--- src/rtl/alu_uart_interface.sv ---
// rtl/alu_uart_interface.sv - UART byte-stream front end for the combinational ALU
// Optional inter-byte frame timeout enabled by defining FRAME_TIMEOUT_EN.
module alu_uart_interface #(
  parameter int N_BITS         = 8,
  parameter int OP_BITS        = 6,
  parameter int TIMEOUT_CYCLES = 50000
) (
  input  logic               clk,
  input  logic               rst_n,
  input  logic               rx_valid,
  input  logic [N_BITS-1:0]  rx_data,
  input  logic               tx_ready,
  output logic               tx_start,
  output logic [N_BITS-1:0]  tx_data,
  output logic [N_BITS-1:0]  alu_d0,
  output logic [N_BITS-1:0]  alu_d1,
  output logic [OP_BITS-1:0] alu_opcode,
  input  logic [N_BITS-1:0]  alu_result,
  output logic               overrun
);

  typedef enum logic [1:0] {WAIT_A, WAIT_B, WAIT_OP, SEND} state_t;

  state_t              state, state_nxt;
  logic [N_BITS-1:0]   d0_nxt, d1_nxt, tx_data_nxt;
  logic [OP_BITS-1:0]  op_nxt;
  logic                tx_start_nxt, overrun_nxt;
  logic                timeout;

`ifdef FRAME_TIMEOUT_EN
  localparam int CNT_W = $clog2(TIMEOUT_CYCLES);
  localparam logic [CNT_W-1:0] CNT_MAX = CNT_W'(TIMEOUT_CYCLES - 1);

  logic [CNT_W-1:0] idle_cnt;
  logic             mid_frame;

  assign mid_frame = (state == WAIT_B) || (state == WAIT_OP);
  assign timeout   = mid_frame && !rx_valid && (idle_cnt == CNT_MAX);

  // Counts only idle cycles inside a frame; any accepted byte or return to WAIT_A clears it.
  always_ff @(posedge clk or negedge rst_n) begin
    if (!rst_n) begin
      idle_cnt <= '0;
    end else if (mid_frame && !rx_valid && !timeout) begin
      idle_cnt <= idle_cnt + CNT_W'(1);
    end else begin
      idle_cnt <= '0;
    end
  end
`else
  logic unused_timeout;
  assign unused_timeout = ^TIMEOUT_CYCLES;
  assign timeout        = 1'b0;
`endif

  always_ff @(posedge clk or negedge rst_n) begin
    if (!rst_n) begin
      state      <= WAIT_A;
      alu_d0     <= '0;
      alu_d1     <= '0;
      alu_opcode <= '0;
      tx_data    <= '0;
      tx_start   <= 1'b0;
      overrun    <= 1'b0;
    end else begin
      state      <= state_nxt;
      alu_d0     <= d0_nxt;
      alu_d1     <= d1_nxt;
      alu_opcode <= op_nxt;
      tx_data    <= tx_data_nxt;
      tx_start   <= tx_start_nxt;
      overrun    <= overrun_nxt;
    end
  end

  always_comb begin
    state_nxt = state;
    case (state)
      WAIT_A:  if (rx_valid) state_nxt = WAIT_B;
      WAIT_B:  if (rx_valid) state_nxt = WAIT_OP;
               else if (timeout) state_nxt = WAIT_A;
      WAIT_OP: if (rx_valid) state_nxt = SEND;
               else if (timeout) state_nxt = WAIT_A;
      SEND:    if (tx_ready) state_nxt = WAIT_A;
      default: state_nxt = WAIT_A;
    endcase
  end

  always_comb begin
    d0_nxt       = alu_d0;
    d1_nxt       = alu_d1;
    op_nxt       = alu_opcode;
    tx_data_nxt  = tx_data;
    tx_start_nxt = 1'b0;
    overrun_nxt  = overrun;
    case (state)
      WAIT_A:  if (rx_valid) d0_nxt = rx_data;
      WAIT_B:  if (rx_valid) d1_nxt = rx_data;
      WAIT_OP: if (rx_valid) op_nxt = rx_data[OP_BITS-1:0];
      SEND: begin
        if (tx_ready) begin
          tx_data_nxt  = alu_result;
          tx_start_nxt = 1'b1;
        end
        // A byte arriving while the result is still pending cannot be buffered.
        if (rx_valid) overrun_nxt = 1'b1;
      end
      default: ;
    endcase
  end

endmodule

--- config.mk ---
export PLATFORM = sky130hd
export DESIGN_NAME = alu_uart_interface
export DESIGN_NICKNAME = d
export VERILOG_FILES = /design/src/rtl/alu_uart_interface.sv
export SDC_FILE = /design/constraint.sdc
export NUM_CORES = 1
export LEC_CHECK = 0
export ABC_AREA = 1
export BUFFER_PORTS_ARGS = -buffer_cell sky130_fd_sc_hd__buf_4
export CAP_MARGIN = 15
export CORE_UTILIZATION = 35
export DETAILED_ROUTE_END_ITERATION = 6
export HOLD_SLACK_MARGIN = 0.05
export MAX_ROUTING_LAYER = met4
export PLACE_DENSITY = 0.7
export SETUP_SLACK_MARGIN = 0.5
export SYNTH_ARGS = -nofsm -noshare
export SYNTH_HDL_FRONTEND = slang
export SYNTH_SLANG_ARGS = --single-unit
--- constraint.sdc ---
create_clock -name clk -period 1.3 [get_ports clk]
set_input_delay 0.13 -clock clk [delete_from_list [all_inputs] [get_ports clk]]
set_output_delay 0.13 -clock clk [all_outputs]
set_load 0.01 [all_outputs]
==> results.md <==
- The synthesized-area fraction occupied by xor and xnor cells is 0.
- The accumulated negative setup slack is 0 ns.
- The setup skew after layout is 0.002882 ns.
- The required time of the worst setup path is approximately 1.5 ns.
- From bottom edge to top edge, the die measures roughly 65 um.
- CTS saw 34 sinks.
- No sink is reached through more buffers than the 2 on the longest clock path.
- In the finished design, the share of the clock period the worst path needs comes to 0.9128.
- The maximum achievable frequency is roughly 0.84 GHz.
- The overall track demand over capacity in global routing is 0.1713.
- In the layout the commonest cells are 42 x sky130_fd_sc_hd__nand2_1, 37 x sky130_fd_sc_hd__buf_4, 33 x sky130_fd_sc_hd__buf_6.
- The congestion estimate from routability-driven global placement came to 0.8311.
- The number of vias per cell is 4.463.
- The synthesized area per cell is roughly 10 um^2.
- The worst pin sits at a relative slew slack of 0.7193.
- The path type of the worst setup path is reg -> reg.
- Of the total synthesized cell area, the portion taken by AND, OR, NAND and NOR gates is 0.1732.
- After layout, the minimum clock period comes to between 1 and 1.5 ns.
- The cell at the root of the clock tree is sky130_fd_sc_hd__clkbuf_8.
- The number of buffers created by CTS is 5.
- The synthesis-to-layout area growth is 72.98%.
- The analysis attributes to cell leakage a power of 1.232 nW.
- The routed length per placed instance is approximately 13 um.
- The number of port buffers is 51.
- The worst setup path is launched from a flop.
- The worst setup path is captured at a flop.
- Measured against the total synthesized area, the mux share comes to 0.
- The detailed router finished its first iteration with 13 violations.
- Setup repair after global routing could not meet its margin everywhere.
- For this run, the number of standard cells in the final layout without fillers is 270.
- The first-pass GRT wire length is 5202 um.
- TritonCTS built the clock tree.
- The number of iterations in the first detailed-routing pass is 3.
- The initialized floorplan defines 22 standard-cell rows.
- The die area is roughly 4200 um^2.
- The width of the die is ~65 um.
- Clock-pin slew was measured on the worst setup and hold paths at roughly 0.07 ns.
- The max-slew violation count is 0.
- After global routing the overflow that remains totals 0.
- The total standard cell area after synthesis is approximately 1400 um^2.
- Across the VDD grid, the largest voltage drop is roughly 1.1 mV.
- Setup violations remaining at the end of the flow were counted as 0.
- The number of antenna diodes is 0.
- Counting every instance in the synthesized netlist gives 140.
- By area, the combinational part of the netlist is dominated by simple AND/OR/NAND/NOR gates.
- The insertion delay of the later-clocked pin in the worst-skew pair is 0.28 ns.
- The most common library cell in the layout ignoring fill and taps is sky130_fd_sc_hd__nand2_1.
- Of the total synthesized cell area, the portion taken by full adders, half adders and majority gates is 0.03591.
- The flow ran to the end, and the final reports show no timing, DRC or antenna violations.
- The number of global-route vias before repair is about 1200.
- Entering global routing, the biggest net connects 35 pins.
- Yosys mapped the design onto 13 distinct sky130hd cell types.
- The core outline area is between 3000 and 4000 um^2.
- The initial standard-cell utilization of the core is 0.3723.
- For the worst setup path, the data arrival time is 1.36 ns.
- In this run the worst hold path is classified as in -> reg.
- The count of boundary I/O pins is 52.
- The largest single stage delay on the critical path is about 0.46 ns.
- The instance count after placement with tap cells included is 237.
- The count of yosys warnings during synthesis is 0.
- The number of H-tree levels is 2.
- The number of nets handed over by synthesis was about 160.
- For this run, design rule violations remaining after detail routing come to 0.
- In this run, synthesis produced a sequential element count of 34.
- The register area share after synthesis is 0.6104.
- The HPWL after detailed placement is 2033 um.
- The power density relative to cell area is 2402 nW/um^2.
- The number of antenna violations at the first check in global routing is 0.
- Walking the worst path, the cells encountered are inv_4 -> ha_4 -> or2_4 -> nand3_2 -> nand2_1.
- The count of maximum capacitance violations is 0.
- The final net count is roughly 250.
- The detailed router placed approximately 1200 vias in this run.
- The final antenna-violating net count is 0.
- The largest driver fanout on the critical path is 4.
- The routed design has about 3500 um of wire.
- The area fraction in compound gates after synthesis is 0.1185.
- At the pin with the least slew margin, the transition time is between 0.4 and 0.5 ns.
- The cell with the largest stage delay on the worst path is sky130_fd_sc_hd__dfrtp_2.
- The share of post-route cells with drive strength above 1 is 0.5405.
- The hold violation count in the final report is 0.
-- power breakdown --
group | switching, mW | total [mW] | internal [mW]
sequential | 0.408 | 1.96 | 1.55
clock | 0.361 | 0.896 | 0.534
combinational | 1.25 | 2.94 | 1.69
total | 2.02 | 5.79 | 3.77
-- cell usage after synthesis --
cell,n,area [um^2]
sky130_fd_sc_hd__dfrtp_1,34,850.8
sky130_fd_sc_hd__a21o_2,1,8.760
sky130_fd_sc_hd__buf_6,3,33.78
sky130_fd_sc_hd__nand3_1,2,10.01
sky130_fd_sc_hd__nand2_2,3,18.77
sky130_fd_sc_hd__o21ai_2,11,96.34
sky130_fd_sc_hd__o21ai_1,11,55.05
sky130_fd_sc_hd__or2_2,1,6.260
sky130_fd_sc_hd__o21ai_0,1,5.000
sky130_fd_sc_hd__clkinv_1,1,3.750
sky130_fd_sc_hd__ha_1,4,50.05
sky130_fd_sc_hd__inv_1,13,48.80
sky130_fd_sc_hd__nand2_1,55,206.5
-- through the flow --
step / hold slack [ns] / utilization / instance area (um^2) / power (mW) / setup slack (ns)
5_1_grt: 0.05508 / 0.6441 / 2411 / 6.152 / 0.06681
6_report: 0.07077 / 0.6441 / 2411 / 5.792 / 0.1134
4_1_cts: 0.05458 / 0.6009 / 2250 / 5.416 / 0.1545
3_3_place_gp: 0.1056 / 0.4950 / 1853 / 3.813 / 0.1211
2_1_floorplan: -0.1656 / - / 1436 / 2.949 / 0.2001
3_5_place_dp: 0.09877 / 0.4950 / 1853 / 3.859 / 0.07532
-- worst paths after layout --
check / startpoint / end / slack [ns] / depth (start not counted)
min in group asynchronous: rst_n / tx_data[2]$_DFFE_PN0P_ / 0.33 / 2
max reg2reg: state[0]$_DFFE_PN0P_ / state[0]$_DFFE_PN0P_ / 0.11 / 5
min reg2reg: alu_d1[6]$_DFFE_PN0P_ / alu_d1[6]$_DFFE_PN0P_ / 0.51 / 2
min: alu_result[2] / tx_data[2]$_DFFE_PN0P_ / 0.07 / 3
max in group asynchronous: rst_n / state[1]$_DFFE_PN0P_ / 0.65 / 2
max: state[0]$_DFFE_PN0P_ / state[0]$_DFFE_PN0P_ / 0.11 / 5
-- final cells by class --
| class | count | area [um^2] |
|---|---|---|
| fillers | 318 | 1333 |
| clock buffers | 8 | 110.1 |
| inverters | 14 | 62.56 |
| repair buffers | 76 | 709.4 |
| flip-flops and latches | 34 | 853.3 |
| well taps | 48 | 60.06 |
| repair inverters | 1 | 6.256 |
| multi-input cells | 89 | 609.3 |
-- critical path: cells and delay by family (launching register included) --
kind	cells	cell delay (ns)
fa+ha+maj	1	0.19
buf+inv	1	0.07
flops	1	0.46
simple gates	3	0.36
-- sequential cells by signal, summed over array words and instances, names as in the netlist --
name / flops
alu_d0: 8
alu_d1: 8
tx_data: 8
alu_opcode: 6
state: 2
overrun: 1
tx_start: 1
-- cells by family after synthesis --
| group | Yosys count |
|---|---|
| buffers and inverters | 17 |
| adder cells (fa/ha/maj) | 4 |
| AND/OR/NAND/NOR | 61 |
| AO/OA/AOI/OAI | 24 |
| flip-flops | 34 |
-- routing by layer --
metal / global-route usage / share of wire / vias up
met2: 0.2891 / 0.54 / 43
met4: 0.08152 / 0.0088 / 0
met1: 0.1919 / 0.39 / 561
met3: 0.03993 / 0.059 / 5
met5: - / 0 / -
li1: - / - / 596
-- repair_timing --
item / in CTS / in global routing
hold buffers: 6 / 0
endpoints found under the setup margin: 66 / 66
gates resized for setup: 45 / 17
endpoints found under the hold margin: 39 / 0
setup buffers: 6 / 12
gates cloned: 0 / 1
pin swaps: 0 / 5
(Power assumes the default switching activity.)
